$ cat src/rtl/decoder_sequencer_if.sv
// Bus between a controller and decoder_sequencer: mode/select/dwell controls in,
// registered one-hot decode plus Active/Wrap status out.
interface decoder_sequencer_if #(
  parameter int SEL_W   = 2,
  parameter int DWELL_W = 4
);
  localparam int OUTS = 2 ** SEL_W;

  logic               Enable;
  logic [1:0]         Mode;
  logic [SEL_W-1:0]   Sel;
  logic               Load;
  logic [DWELL_W-1:0] Dwell;
  logic [OUTS-1:0]    Y;
  logic               Active;
  logic               Wrap;

  modport master (
    output Enable, Mode, Sel, Load, Dwell,
    input  Y, Active, Wrap
  );

  modport slave (
    input  Enable, Mode, Sel, Load, Dwell,
    output Y, Active, Wrap
  );
endinterface

$ cat src/rtl/decoder_sequencer.sv
// Registered 1-of-OUTS decoder with LEVEL, PULSE and SCAN modes; SCAN rotates
// through the outputs holding each for Dwell+1 cycles and flags index wrap.
module decoder_sequencer #(
  parameter int SEL_W   = 2,
  parameter int DWELL_W = 4
) (
  input  logic              clk,
  input  logic              rst,
  decoder_sequencer_if.slave bus
);
  localparam int OUTS = 2 ** SEL_W;

  typedef enum logic [1:0] {
    MODE_LEVEL = 2'b00,
    MODE_PULSE = 2'b01,
    MODE_SCAN  = 2'b10,
    MODE_RSVD  = 2'b11
  } modeE;

  typedef enum logic {
    IDLE = 1'b0,
    RUN  = 1'b1
  } stateE;

  stateE              state, stateNext;
  logic [SEL_W-1:0]   index, indexNext, indexInc;
  logic [DWELL_W-1:0] dwellCnt, dwellCntNext;
  logic [OUTS-1:0]    yReg, yNext;
  logic               activeReg, wrapReg, wrapNext;
  modeE               mode;
  logic               scanReq;

  function automatic logic [OUTS-1:0] oneHot(input logic [SEL_W-1:0] code);
    logic [OUTS-1:0] v;
    v       = '0;
    v[code] = 1'b1;
    return v;
  endfunction

  assign mode     = modeE'(bus.Mode);
  assign scanReq  = bus.Enable && (mode == MODE_SCAN);
  assign indexInc = index + 1'b1;

  // NOTE: every output of this block is written with a default first, so no
  // path through the case statements can leave a latch behind.
  always_comb begin
    stateNext    = state;
    indexNext    = index;
    dwellCntNext = dwellCnt;
    yNext        = '0;
    wrapNext     = 1'b0;
    unique case (state)
      IDLE: begin
        if (scanReq) begin
          stateNext    = RUN;
          indexNext    = bus.Sel;
          dwellCntNext = bus.Dwell;
          yNext        = oneHot(bus.Sel);
        end else if (bus.Enable) begin
          case (mode)
            MODE_PULSE: yNext = bus.Load ? oneHot(bus.Sel) : '0;
            MODE_SCAN:  yNext = '0;
            default:    yNext = oneHot(bus.Sel);  // LEVEL and reserved
          endcase
        end
      end
      RUN: begin
        if (!scanReq) begin
          // Leaving the scan drops the output for one edge; no index survives.
          stateNext    = IDLE;
          indexNext    = '0;
          dwellCntNext = '0;
        end else if (dwellCnt != '0) begin
          dwellCntNext = dwellCnt - 1'b1;
          yNext        = oneHot(index);
        end else begin
          // Dwell is resampled only here and at entry.
          indexNext    = indexInc;
          dwellCntNext = bus.Dwell;
          yNext        = oneHot(indexInc);
          wrapNext     = (index == SEL_W'(OUTS - 1));
        end
      end
      default: stateNext = IDLE;
    endcase
  end

  // NOTE: state registers use non-blocking assignments so every register sees
  // pre-edge values; reset here is synchronous and overrides all inputs.
  always_ff @(posedge clk) begin
    if (rst) begin
      state     <= IDLE;
      index     <= '0;
      dwellCnt  <= '0;
      yReg      <= '0;
      activeReg <= 1'b0;
      wrapReg   <= 1'b0;
    end else begin
      state     <= stateNext;
      index     <= indexNext;
      dwellCnt  <= dwellCntNext;
      yReg      <= yNext;
      activeReg <= |yNext;
      wrapReg   <= wrapNext;
    end
  end

  assign bus.Y      = yReg;
  assign bus.Active = activeReg;
  assign bus.Wrap   = wrapReg;
endmodule

$ cat src/flat_wrapper.sv
// flat-port wrapper written by rule: the top's interface ports become plain ports
module decoder_sequencer_flat 
#(
  parameter int SEL_W   = 2,
  parameter int DWELL_W = 4
)
  (clk, rst, bus_Enable, bus_Mode, bus_Sel, bus_Load, bus_Dwell, bus_Y, bus_Active, bus_Wrap);
  decoder_sequencer_if #(.SEL_W(SEL_W), .DWELL_W(DWELL_W)) bus_i ();
  input  logic clk;
  input  logic rst;
  input wire logic [$bits(bus_i.Enable)-1:0] bus_Enable;
  input wire logic [$bits(bus_i.Mode)-1:0] bus_Mode;
  input wire logic [$bits(bus_i.Sel)-1:0] bus_Sel;
  input wire logic [$bits(bus_i.Load)-1:0] bus_Load;
  input wire logic [$bits(bus_i.Dwell)-1:0] bus_Dwell;
  output wire logic [$bits(bus_i.Y)-1:0] bus_Y;
  output wire logic [$bits(bus_i.Active)-1:0] bus_Active;
  output wire logic [$bits(bus_i.Wrap)-1:0] bus_Wrap;
  assign bus_i.Enable = bus_Enable;
  assign bus_i.Mode = bus_Mode;
  assign bus_i.Sel = bus_Sel;
  assign bus_i.Load = bus_Load;
  assign bus_i.Dwell = bus_Dwell;
  assign bus_Y = bus_i.Y;
  assign bus_Active = bus_i.Active;
  assign bus_Wrap = bus_i.Wrap;
  decoder_sequencer #(.SEL_W(SEL_W), .DWELL_W(DWELL_W)) u_core (.clk(clk), .rst(rst), .bus(bus_i));
endmodule
$ cat config.mk
export PLATFORM = sky130hd
export DESIGN_NAME = decoder_sequencer_flat
export DESIGN_NICKNAME = d
export VERILOG_FILES = /design/src/rtl/decoder_sequencer_if.sv /design/src/rtl/decoder_sequencer.sv /design/src/flat_wrapper.sv
export SDC_FILE = /design/constraint.sdc
export NUM_CORES = 1
export LEC_CHECK = 0
export ABC_AREA = 0
export CAP_MARGIN = 20
export CORE_ASPECT_RATIO = 1.1
export CORE_MARGIN = 5
export CORE_UTILIZATION = 30
export CTS_BUF_LIST = sky130_fd_sc_hd__clkbuf_8
export DETAILED_ROUTE_END_ITERATION = 12
export SLEW_MARGIN = 5
export SYNTH_ARGS = -nofsm -noshare
export SYNTH_HDL_FRONTEND = slang
export SYNTH_SLANG_ARGS = --single-unit
$ cat constraint.sdc
create_clock -name clk -period 1.4 [get_ports clk]
set_input_delay 0.28 -clock clk [delete_from_list [all_inputs] [get_ports clk]]
set_output_delay 0.28 -clock clk [all_outputs]
set_load 0.1 [all_outputs]
==> metrics.txt <==
status finished with violations; failing checks negative setup slack; max_slew headroom 82.7%; crit-path max cell delay 0.41 ns; I/O Pins 18; Worst Tran Pin Value 0.256 ns; Placement Setup Slack -0.445 ns; GRT overflow 0; total power about 0.0010 W; syn_nets 110; hold buffers post-CTS 0; grt met2 use about 25%; CP Launch Type flip-flop; via count of the first global-routing pass 889; busiest grt layer met2; drt wl/cell 13.7 microns; Critical Path AT around 1.6 ns; htree depth 1; Tcrit/Tclk final 103%; Final WS setup -0.0427 ns; I/O Buffers 17; WS Path Type reg -> reg; maxcap violations 0; row cnt 20; critical path fanouts, max 4; die span in x 59.9 microns; iteration count of the initial detailed-routing pass 6; Initial DRC Count 45; initial core utilization 30.4%; CTS Sinks 13; met1 usage 12.2%; gr usage total 13.0%; fin crit period between 1 and 1.5 ns; GP Congestion approximately 0.84; Final nets around 160; DP Wirelength 1.83 mm; initial antenna violation count 0; CP max-delay cell or3b_4; Pwr per Cell Area 754 nW/um^2; largest net degree at the start of global routing 8; first-pass GRT wire length approximately 3.8 mm; final antenna-violating net count 0; Post-Syn Area approximately 800 sq um; share of cells above drive strength 1 between 40% and 50%; # diodes 0; CP delay by family, top simple AND/OR/NAND/NOR gates; Hold Violations, Final 0; post-synth cell types 36; register area share after synthesis between 30% and 40%; Remaining DRCs 0; syn_area_per_cell 9.13 sq um; worst min path class reg -> reg; GR Util met3 2.19%; clock skew 0.00538 ns; Cells after DPL about 160; Worst Path Required around 1.5 ns; max-slew violation count 0; clock buffer count from CTS 3; Synth Instances 90; total wire length 2.29 mm; RSZ-0062 raised after global routing true; LEAKAGE a little under 0.6 nW; Synth warnings 0; post-synthesis register bit count 13; Via density 5.10; Clock Path Buffers 2; Finished Layout Cells 167; fmax 693 MHz; die height 64.9 microns; die area 3890 sq um; Root Driver clkbuf_8; fin util 50.7%; clock-pin slew on the worst setup and hold paths around 0.06 ns; setup violators final 1; CORE AREA 2700 sq um; crit path cell chain inv_2 > ha_4 > or3b_4 > a21oi_2 > a2bb2oi_2 > o21ai_1; CTS tree yes; Synth-to-Final Area Change 66.8%; via count 851; Worst Setup End Kind flip-flop; clk_lat worst skew around 0.24 ns; count of buffer and inverter cells on the critical path 1; Max IR drop VDD between 0.4 and 0.5 mV
-- layer usage --
metal,vias to the layer above,share of wire (%)
met4,0,3.4
met3,8,3.0
met5,-,0
met2,22,56
li1,414,-
met1,407,38
-- cell families after synthesis --
| kind of cell | count (synthesis) | synth area share, % |
|---|---|---|
| adder cells (fa/ha/maj) | 8 | 12.2 |
| buffers and inverters | 11 | 6.24 |
| flip-flops | 13 | 31.7 |
| AO/OA/AOI/OAI | 23 | 20.2 |
| AND/OR/NAND/NOR | 29 | 22.4 |
| multiplexers | 6 | 7.31 |
-- final timing paths --
path                 startpoint                 end  slack, ns  depth (start not counted)
max          u_core.dwellCnt[1]  u_core.dwellCnt[0]      -0.04                          6
min             u_core.index[0]     u_core.index[0]       0.49                          2
max reg2reg  u_core.dwellCnt[1]  u_core.dwellCnt[0]      -0.04                          6
min reg2reg     u_core.index[0]     u_core.index[0]       0.49                          2
-- layout make-up --
class,instances,area (sq um)
flip-flops and latches,13,269
well taps,33,41.3
fillers,256,1330
multi-input cells,66,557
inverters,7,26.3
clock buffers,3,41.3
clock inverters,1,3.75
repair buffers,44,433
-- layout by cell type, fill, tap and decap left out, types with 3 or more instances in the layout --
cell             count
dfxtp_1              8
nand2_1              5
inv_2                4
dfxtp_2              4
nor3_1               3
mux2i_1              6
nand3b_1             3
nand2b_1             3
inv_1                4
o21ai_1              4
o21ai_0              3
clkdlybuf4s50_1      7
ha_1                 4
buf_12               7
buf_4               26
clkbuf_8             3
-- state kept, by name, indices dropped and copies added (netlist names) --
register,flops
u_core.bus.Active,1
u_core.bus.Wrap,1
u_core.state,1
u_core.bus.Y,4
u_core.index,2
u_core.dwellCnt,4
-- cell usage after synthesis --
library cell  instances  share of area [%]
a2bb2oi_2             1                1.8
nand2b_1              3                2.3
or4_1                 2                1.8
o21ai_1               3                1.8
o311ai_2              1                2.0
nand3b_1              3                2.7
inv_1                 7                3.2
a32oi_1               1                1.1
nor2_1                1               0.46
a21oi_1               3                1.8
a211o_1               1                1.1
buf_2                 1               0.61
and3_1                1               0.76
dfxtp_1              13                 32
nand4b_1              1                1.1
ha_1                  8                 12
o22a_1                1                1.1
clkbuf_1              1               0.46
a31oi_1               1               0.76
nand2_1               5                2.3
buf_6                 1                1.4
mux2i_1               6                7.3
nor3b_2               1                1.5
or2_2                 1               0.76
nor4b_1               2                2.1
nand3_1               3                1.8
o32ai_1               2                2.1
o21ai_0               5                3.0
clkbuf_2              1               0.61
and2_1                1               0.76
o22ai_1               1               0.76
nor2b_1               1               0.76
or3b_4                1                1.4
nor3_1                3                1.8
a21oi_2               1                1.1
a21o_1                2                1.8
-- through the flow --
stage	hold WS [ns]	area [sq um]	setup TNS [ns]
floorplan	0.398	822	0
finish	0.488	1370	-0.0427
global route	0.524	1370	-0.291
detailed placement	0.494	1280	-4.42
CTS	0.488	1350	-0.0496
global placement	0.486	1280	-4.04
-- timing repair --
| item | in CTS | in global routing |
|---|---|---|
| resized for setup | 22 | 9 |
| buffers inserted | 1 | 0 |
| setup endpoints to repair | 12 | 10 |
| pin swaps | 6 | 3 |
-- power breakdown --
part	switching [W]	leakage, nW	internal, W
Clock	0.000135	0.0269	0.000194
Combinational	0.000143	0.451	0.000166
Sequential	0.0000130	0.108	0.000383
Total	0.000291	0.586	0.000742
-- tightest hold or removal path: cells and delay by family, from the launching register on --
| family | cells | cell delay, ns |
|---|---|---|
| DFF | 1 | 0.34 |
| and+or+nand+nor | 1 | 0.06 |
| AOI/OAI and AO/OA | 1 | 0.06 |
Power figures use the tool's default switching activity.
